File: src/rtl/sine_dds_gen.sv
// -----------------------------------------------------------------------------
// sine_dds_gen
// Direct digital synthesis sine/cosine generator. A phase accumulator advances
// by a programmable tuning word. A quarter-wave lookup table, mirrored by
// quadrant, produces offset-binary sine and cosine samples through a two-stage
// pipeline.
//
// Ports
//   clk        : single clock, all state updates on the rising edge
//   reset      : asynchronous active-low reset
//   data       : run enable, the accumulator advances on every enabled cycle
//   ftw        : frequency tuning word (PHASE_W bits)
//   ftw_load   : one-cycle strobe that captures ftw into the tuning register
//   phase_clr  : synchronous accumulator clear
//   sineout    : sine sample, offset binary, midpoint 2^(OUT_W-1)
//   cosout     : cosine sample (sine a quarter period ahead)
//   valid      : sineout/cosout carry a fresh sample this cycle
//   wrap       : marks the first sample of a new period
// -----------------------------------------------------------------------------
module sine_dds_gen #(
  parameter int OUT_W    = 8,
  parameter int PHASE_W  = 16,
  parameter int LUT_AW   = 6,
  parameter int FTW_INIT = 32'd256
) (
  input  logic               clk,
  input  logic               reset,
  input  logic               data,
  input  logic [PHASE_W-1:0] ftw,
  input  logic               ftw_load,
  input  logic               phase_clr,
  output logic [OUT_W-1:0]   sineout,
  output logic [OUT_W-1:0]   cosout,
  output logic               valid,
  output logic               wrap
);

  localparam int N   = 32'd1 << LUT_AW;
  localparam int AMP = (32'd1 << (OUT_W - 1)) - 32'd1;

  localparam logic [OUT_W-1:0]   MID      = {1'b1, {(OUT_W-1){1'b0}}};
  localparam logic [LUT_AW:0]    N_IDX    = {1'b1, {LUT_AW{1'b0}}};
  localparam logic [PHASE_W-1:0] FTW_RST  = PHASE_W'(FTW_INIT);
  localparam logic [PHASE_W-1:0] ZERO_PH  = {PHASE_W{1'b0}};

  // round(AMP * sin(pi*k/(2N))), sine evaluated by a Taylor series so the
  // table follows the parameters without an external ROM image.
  function automatic int lut_calc(input int k);
    real x;
    real term;
    real sum;
    x    = 3.14159265358979 * real'(k) / (2.0 * real'(N));
    term = x;
    sum  = x;
    for (int n = 1; n < 12; n++) begin
      term = -term * x * x / (real'(2 * n) * real'(2 * n + 1));
      sum  = sum + term;
    end
    return $rtoi(real'(AMP) * sum + 0.5);
  endfunction

  // Fold a quadrant and the two mirrored table entries into an offset-binary
  // sample. Magnitudes never exceed AMP, so the result stays in 1..2^OUT_W-1.
  function automatic logic [OUT_W-1:0] quad_map(
    input logic [1:0]       q,
    input logic [OUT_W-2:0] mag_fwd,
    input logic [OUT_W-2:0] mag_rev
  );
    logic [OUT_W-1:0] res;
    case (q)
      2'd0:    res = MID + {1'b0, mag_fwd};
      2'd1:    res = MID + {1'b0, mag_rev};
      2'd2:    res = MID - {1'b0, mag_fwd};
      2'd3:    res = MID - {1'b0, mag_rev};
      default: res = MID;
    endcase
    return res;
  endfunction

  // Quarter-wave table, N+1 entries so that lut[N] (the peak) is reachable.
  logic [OUT_W-2:0] lut_s [0:N];

  for (genvar g = 0; g <= N; g++) begin : g_lut
    localparam int LUT_V = lut_calc(g);
    assign lut_s[g] = LUT_V[OUT_W-2:0];
  end

  logic [PHASE_W-1:0] acc_r;
  logic [PHASE_W-1:0] ftw_r;
  logic               wrap_pend_r;
  logic [PHASE_W:0]   sum_s;

  logic [1:0]         q1_r;
  logic [LUT_AW-1:0]  i1_r;
  logic               v1_r;
  logic               w1_r;

  logic [LUT_AW:0]    idx_fwd_s;
  logic [LUT_AW:0]    idx_rev_s;
  logic [OUT_W-1:0]   sin_s;
  logic [OUT_W-1:0]   cos_s;

  assign sum_s = {1'b0, acc_r} + {1'b0, ftw_r};

  // Accumulator, tuning register and the marker that tags the current acc as
  // the first phase of a new period (carry-out or clear of a nonzero phase).
  always_ff @(posedge clk or negedge reset) begin
    if (!reset) begin
      acc_r       <= ZERO_PH;
      ftw_r       <= FTW_RST;
      wrap_pend_r <= 1'b0;
    end else begin
      if (ftw_load) begin
        ftw_r <= ftw;
      end
      if (phase_clr) begin
        acc_r       <= ZERO_PH;
        // A carry that landed exactly on zero and was not yet sampled still
        // belongs to the phase-zero sample that follows the clear.
        wrap_pend_r <= (acc_r != ZERO_PH) || wrap_pend_r;
      end else if (data) begin
        acc_r       <= sum_s[PHASE_W-1:0];
        wrap_pend_r <= sum_s[PHASE_W];
      end
    end
  end

  // Stage 1: split the pre-advance phase into quadrant and truncated index.
  always_ff @(posedge clk or negedge reset) begin
    if (!reset) begin
      q1_r <= 2'd0;
      i1_r <= {LUT_AW{1'b0}};
      v1_r <= 1'b0;
      w1_r <= 1'b0;
    end else begin
      v1_r <= data;
      w1_r <= data & wrap_pend_r;
      if (data) begin
        q1_r <= acc_r[PHASE_W-1 -: 2];
        i1_r <= acc_r[PHASE_W-3 -: LUT_AW];
      end
    end
  end

  // Table lookup; cosine shares the index and sits one quadrant ahead.
  always_comb begin
    idx_fwd_s = {1'b0, i1_r};
    idx_rev_s = N_IDX - idx_fwd_s;
    sin_s     = quad_map(q1_r, lut_s[idx_fwd_s], lut_s[idx_rev_s]);
    cos_s     = quad_map(q1_r + 2'd1, lut_s[idx_fwd_s], lut_s[idx_rev_s]);
  end

  // Stage 2: registered outputs; samples hold through bubbles.
  always_ff @(posedge clk or negedge reset) begin
    if (!reset) begin
      sineout <= MID;
      cosout  <= MID;
      valid   <= 1'b0;
      wrap    <= 1'b0;
    end else begin
      if (v1_r) begin
        sineout <= sin_s;
        cosout  <= cos_s;
        valid   <= 1'b1;
        wrap    <= w1_r;
      end else begin
        valid   <= 1'b0;
        wrap    <= 1'b0;
      end
    end
  end

endmodule

File: config.mk
export PLATFORM = sky130hd
export DESIGN_NAME = sine_dds_gen
export DESIGN_NICKNAME = d
export VERILOG_FILES = /design/src/rtl/sine_dds_gen.sv
export SDC_FILE = /design/constraint.sdc
export NUM_CORES = 1
export LEC_CHECK = 0
export CORE_MARGIN = 5
export CORE_UTILIZATION = 25
export CTS_BUF_LIST = sky130_fd_sc_hd__clkbuf_4 sky130_fd_sc_hd__clkbuf_8
export DETAILED_ROUTE_END_ITERATION = 8
export PLACE_DENSITY = 0.45
export SYNTH_ARGS = -nofsm -noshare
export SYNTH_HDL_FRONTEND = slang
export SYNTH_SLANG_ARGS = --single-unit
File: constraint.sdc
create_clock -name clk -period 10.3 [get_ports clk]
set_input_delay 2.575 -clock clk [delete_from_list [all_inputs] [get_ports clk]]
set_output_delay 2.575 -clock clk [all_outputs]
set_load 0.005 [all_outputs]
**Word-level counts from Yosys, hierarchy flattened**

Memories as Yosys holds them, arrays and structs flattened.
Cells that the tools add are included.

- Flip-flop bits (word level): 61
- Bits in read-only memories: 1792
- Bits of input ports: 21
- Output and inout bits: 18
- Logic and storage cells: 48
- Memories: 2

Memories:

| name | depth | width | read ports | clocked after memory_dff | write ports | line | source |
|---|---|---|---|---|---|---|---|
| (no name shown) | 128 | 7 | 1 | 0 | 0 | 150 | `cos_s = quad_map(q1_r + 2'd1, lut_s[idx_fwd_s], lut_s[idx_rev_s]);` |
| (no name shown) | 128 | 7 | 1 | 0 | 0 | 150 |  |

- Add/sub/neg operators: 7
- Order comparisons: 2
- Equality and inequality tests: 6
- Muxes and demuxes: 12
- Bitwise logic cells: 3
- Reductions and logical operators: 5

Operator list:

| kind | number |
|---|---|
| $pmux W8 S4 | 2 |
| $mux W16 | 2 |
| $mux W7 | 4 |
| $add A16 B16 Y17 | 1 |
| $add A8 B7 Y8 const A | 2 |
| $ge A8 B8 Y1 const B | 2 |
| $reduce_bool A16 Y1 | 1 |
| $sub A8 B7 Y8 const A | 2 |
| $eq A2 B2 Y1 const B | 4 |
| $not A6 Y8 | 1 |
| $not A7 Y8 | 1 |
| $sub A7 B6 Y7 const A | 1 |
| $eq A2 B1 Y1 const B | 2 |
| $logic_not A2 Y1 | 2 |
| $mux W1 | 4 |
| $add A2 B1 Y2 const B | 1 |
| $reduce_bool A2 Y1 | 1 |
| $and A1 B1 Y1 | 1 |
| $logic_or A1 B1 Y1 | 1 |

**Logic depth before layout (Yosys ltp)**

- Depth after elaboration: 7
- Mapped depth: 19
- Depth with buffers taken out: 15

**Least setup slack after synthesis**

OpenSTA, ideal clock, no wires.

- Kind: flip-flop to flip-flop
- Start point: register i1_r[0]
- End point: register cosout[6]
- Library setup time: 126 ps
- Arrival: 3757 ps
- Data required time: 10174 ps
- Path slack: 6417 ps
- Stages on the path, launching flop included: 19
- Path buffers: 5
- Clock period less this slack: 3883 ps
- Cells stage by stage: dfrtp_1 > buf_2 > buf_1 > inv_1 > ha_1 > buf_2 > inv_1 > ha_1 > clkbuf_1 > clkbuf_1 > a22oi_1 > nand4_1 > and4_4 > and2_1 > ha_1 > o2111a_1 > a41oi_2 > o32ai_1 > a311o_1

- Cells in the longest elaborated chain, start to end: 7
- Elaborated cells on any way between the ends: 14
- Those cells by class: add/sub (5); mux (5); bitwise (2); memory (2)

Ends and longest elaborated chain:

| what | line | source |
|---|---|---|
| start, declared | 94 | `logic [LUT_AW-1:0] i1_r;` |
| start signal, assigned | 132 | `i1_r <= {LUT_AW{1'b0}};` |
| start signal, assigned | 140 | `i1_r <= acc_r[PHASE_W-3 -: LUT_AW];` |
| $sub A7 B6 Y7 | 148 | `idx_rev_s = N_IDX - idx_fwd_s;` |
| $not A7 Y8 (not written as such) | 150 |  |
| $mem_v2 Z128 W7 | n/a |  |
| $mux W7 (not written as such) (2 in series) | 150 |  |
| $sub A8 B7 Y8 or $add A8 B7 Y8 (tied branches) | 74, 72 |  |
| $pmux W8 S4 (*) | 70 | `case (q)` |
| end signal, assigned | 163 | `cosout <= cos_s;` |
| end, declared | 33 | `output logic [OUT_W-1:0] cosout,` |

Every way passes the cells marked *; elsewhere a longest branch is shown, timed or not. The select of a mux whose other input is x is not followed.
A chain may end at the register's enable or synchronous reset.

**Final worst setup path**

- Start point: register i1_r[1]
- End point: register cosout[6]

The elaborated chain is that of the path after synthesis.

==> metrics.csv <==
stage,metric,value,unit
status,status,completed,
floorplan,FP Rows,53,
synth,synthesized area,5265,µm²
setup_path,"delay-heaviest family, CP",adder cells,
clock_tree,htree depth,3,
routing,via count,4780,
setup_path,Startpoint Class,register,
power_and_ir_drop,Flop pwr share,23.5,%
timing,"Hold Violations, Final",0,
clock_tree,CTS tree,done,
synth,multiplexer area fraction after synthesis,7.771,%
worst_hold_path,Hold WC Path Type,register to register,
placement,DP Cell Count,878,
floorplan,Die X,155.1,µm
global_routing,pin count of the biggest net entering global routing,62,
routing,DR vias/cell,5.347,
placement,port bufs,38,
timing,highest clock rate,0.1943,GHz
power_and_ir_drop,combinational power share,64.0,%
synth,Synth Area in Compound Gates,27.23,%
timing,slew of the pin with the lowest slew margin,1.088,ns
setup_path,"most used cell, CP",ha_1,
global_routing,Total GRT Usage,12.40,%
timing,final period utilization,49.98,%
floorplan,die area,24060,µm²
synth,Yosys reg bits,61,
power_and_ir_drop,Sw Pwr,752.4,µW
power_and_ir_drop,Peak VDD IR,0.00007920,V
timing,RSZ-0062 raised after global routing,no,
placement,global placement routability congestion,0.8409,
timing,Hold Slack,0.4567,ns
synth,sequential-to-total area share from yosys stat,29.06,%
power_and_ir_drop,sw frac,48.72,%
floorplan,core area,20890,µm²
routing,WL/cell,16.51,µm
synth,Netlist cell types,94,
power_and_ir_drop,Power Total,1.544,mW
synth,syn_nets,657,
layout,number of antenna diodes,0,
setup_path,CP Capture Type,register,
setup_path,arrival time at the worst endpoint,5.38,ns
timing,Setup TNS Final,0,ns
flow_run,MaxCap Viol Count,0,
global_routing,initial antenna violation count,0,
global_routing,vias in the first global route,4755,
routing,1st-iter DRT viols,399,
layout,"most common cell after layout, fill and taps aside",nor2_1,
synth,Mapped Cells,609,
layout,Util after Layout,28.58,%
setup_path,buffers and inverters on the worst path,3,
clock_tree,clk buf depth,2,
synth,Synth Area in Adders,6.559,%
timing,Clock Skew,0.01227,ns
global_routing,first-pass GRT wire length,24.58,mm
placement,hpwl dp,10.58,mm
routing,"antenna viol nets, final",0,
setup_path,Crit-path slowest cell,dfrtp_1,
routing,drc violations,0,
synth,main flop type after synthesis,dfrtp_1,
routing,TritonRoute pass-1 iters,8,
synth,Ys Warns,0,
timing,Slew HR,26.92,%
timing,max-slew violation count,0,
timing,final number of setup-violating endpoints,0,
power_and_ir_drop,Clk network pwr share,12.6,%
power_and_ir_drop,pwr dens,258.7,nW/µm²
clock_tree,clk slew on worst S/H paths,0.08,ns
clock_tree,hold_buf cts,0,
layout,Final Non-Filler Cells,894,
synth,Post-Synth XOR/XNOR Area,2.828,%
synth,number of synthesized flops with an enable pin,0,
setup_path,cells along the critical path,clkinv_1 -> ha_1 -> inv_1 -> ha_1 -> inv_1 -> and3_1 -> or4_1 -> and4_4 -> and2_1 -> ha_1 -> o2111a_1 -> a41oi_2 -> o32ai_1 -> a311o_1,
layout,# nets final,662,
floorplan,Chip Height,155.1,µm
power_and_ir_drop,leak pwr,2.363,nW
synth,Post-synth ARST share,100.0,%
layout,layout cells sized above 1,12.44,%
setup_path,"Req. time, crit path",10.53,ns
clock_tree,CTS Root Cell,clkbuf_8,
setup_path,CP peak stage delay,0.73,ns
clock_tree,Clock Sinks,61,
timing,Final Critical Period,5.148,ns
clock_tree,post-CTS setup buffers,0,
clock_tree,Worst-Skew Late Latency,0.36,ns
layout,Area Overhead vs Synth,13.38,%
clock_tree,CTS resizes,0,
power_and_ir_drop,Cell Int Power,791.8,µW
setup_path,"Max FO, Critical Path",21,
synth,main combinational cell family by area after synthesis,compound AO/OA/AOI/OAI gates,
layout,fillers,2249,
floorplan,# IOs,39,
global_routing,gr ovfl total,0,
setup_path,"Worst Path Class, Setup",register to register,
clock_tree,total CTS buffers,9,
floorplan,Initial Util,25.21,%
layout,most frequent cells in the layout,"nor2_1 (68), dfrtp_1 (58), nand2_1 (40), clkdlybuf4s50_1 (37), a21oi_1 (34)",
routing,WL final,14.76,mm
synth,Simple-Gate Fraction of Synth Area,21.08,%
synth,Avg Inst Size Synth,8.645,µm²
-- final timing paths --
path	startpoint	slack (ns)	endpoint	cells after the start
min in group asynchronous	reset	2.41	i1_r[0]	2
max in group asynchronous	reset	7.34	q1_r[1]	2
min reg2reg	w1_r	0.46	wrap	1
min	w1_r	0.46	wrap	1
max reg2reg	i1_r[1]	5.15	cosout[6]	14
max	i1_r[1]	5.15	cosout[6]	14
-- power by group through the flow --
stage	Sequential [mW]	Combinational (mW)	Clock (mW)
6_report	0.363	0.988	0.194
5_1_grt	0.375	1.09	0.215
4_1_cts	0.364	0.986	0.206
3_5_place_dp	0.369	0.979	0
3_3_place_gp	0.365	0.974	0
2_1_floorplan	0.335	0.756	0
-- metal layers --
layer	track usage [%]	vias to the layer above	share of wire, %	routed length [µm]
met5	0	-	0	0
met4	3.028	0	1.3	192
met3	2.643	19	4.9	728
met2	21.31	145	50	7314
met1	15.90	2303	44	6524
li1	-	2313	-	-
-- registers in the layout, indices dropped and copies added (netlist names) --
register,cells
acc_r,16
wrap_pend_r,1
v1_r,1
sineout,8
w1_r,1
valid,1
q1_r,2
ftw_r,16
wrap,1
i1_r,6
cosout,8
-- cells in the mapped netlist (all sizes together), types with 4 or more instances --
cell type / instances / area, µm²
mux2: 19 / 214.0
buf: 21 / 122.6
o211ai: 7 / 52.55
nand4: 13 / 81.33
and3: 4 / 25.02
a21o: 12 / 90.09
ha: 26 / 325.3
nand2: 43 / 173.9
nor2: 68 / 255.2
a41oi: 5 / 51.30
or2: 5 / 31.28
a211oi: 13 / 110.1
or3: 7 / 48.80
clkbuf: 28 / 105.1
xor2: 4 / 35.03
inv: 15 / 56.30
o21ai: 31 / 155.1
nor2b: 6 / 37.54
a31oi: 12 / 87.58
nor3: 14 / 75.07
mux2i: 15 / 150.1
and2: 10 / 65.06
o21a: 4 / 30.03
nand2b: 10 / 62.56
or4: 4 / 37.53
dfrtp: 58 / 1451
nand3: 13 / 77.58
xnor2: 13 / 113.9
o2111ai: 4 / 35.03
o32a: 4 / 40.04
a21oi: 34 / 170.2
a311oi: 4 / 35.03
nor4: 8 / 50.05
o31ai: 11 / 106.4
o22ai: 4 / 31.28
-- worst register-to-register path, delay by kind of cell, from the launching register on --
| family | cells | cell delay [ns] |
|---|---|---|
| compound gates | 4 | 0.98 |
| fa+ha+maj | 3 | 1.32 |
| buf+inv | 3 | 0.94 |
| flops | 1 | 0.73 |
| simple gates | 4 | 1.07 |
-- stage by stage --
step / setup slack, ns / instance area [µm²]
floorplan: 6.417 / 5265
global placement: 5.590 / 5794
detailed placement: 5.306 / 5794
CTS: 5.249 / 5969
global route: 4.826 / 5969
finish: 5.152 / 5969
-- kinds of logic (layout without fill, tap and decap cells) --
family,after synthesis,in the layout
simple gates,214,214
mux,36,36
flops,61,61
fa+ha+maj,27,27
compound gates,189,189
buf+inv,65,75
xor+xnor,17,17
-- cell type report --
| cell class | instances | area (µm²) | share of cell area (%) |
|---|---|---|---|
| clock buffers | 9 | 123.9 | 2.075 |
| clock inverters | 7 | 51.30 | 0.8594 |
| inverters | 16 | 60.06 | 1.006 |
| multi-input cells | 483 | 3447 | 57.74 |
| flip-flops and latches | 61 | 1530 | 25.63 |
| well taps | 275 | 344.1 | 5.764 |
| repair buffers | 43 | 412.9 | 6.917 |
Note: power is estimated with default switching activity, not from simulation.
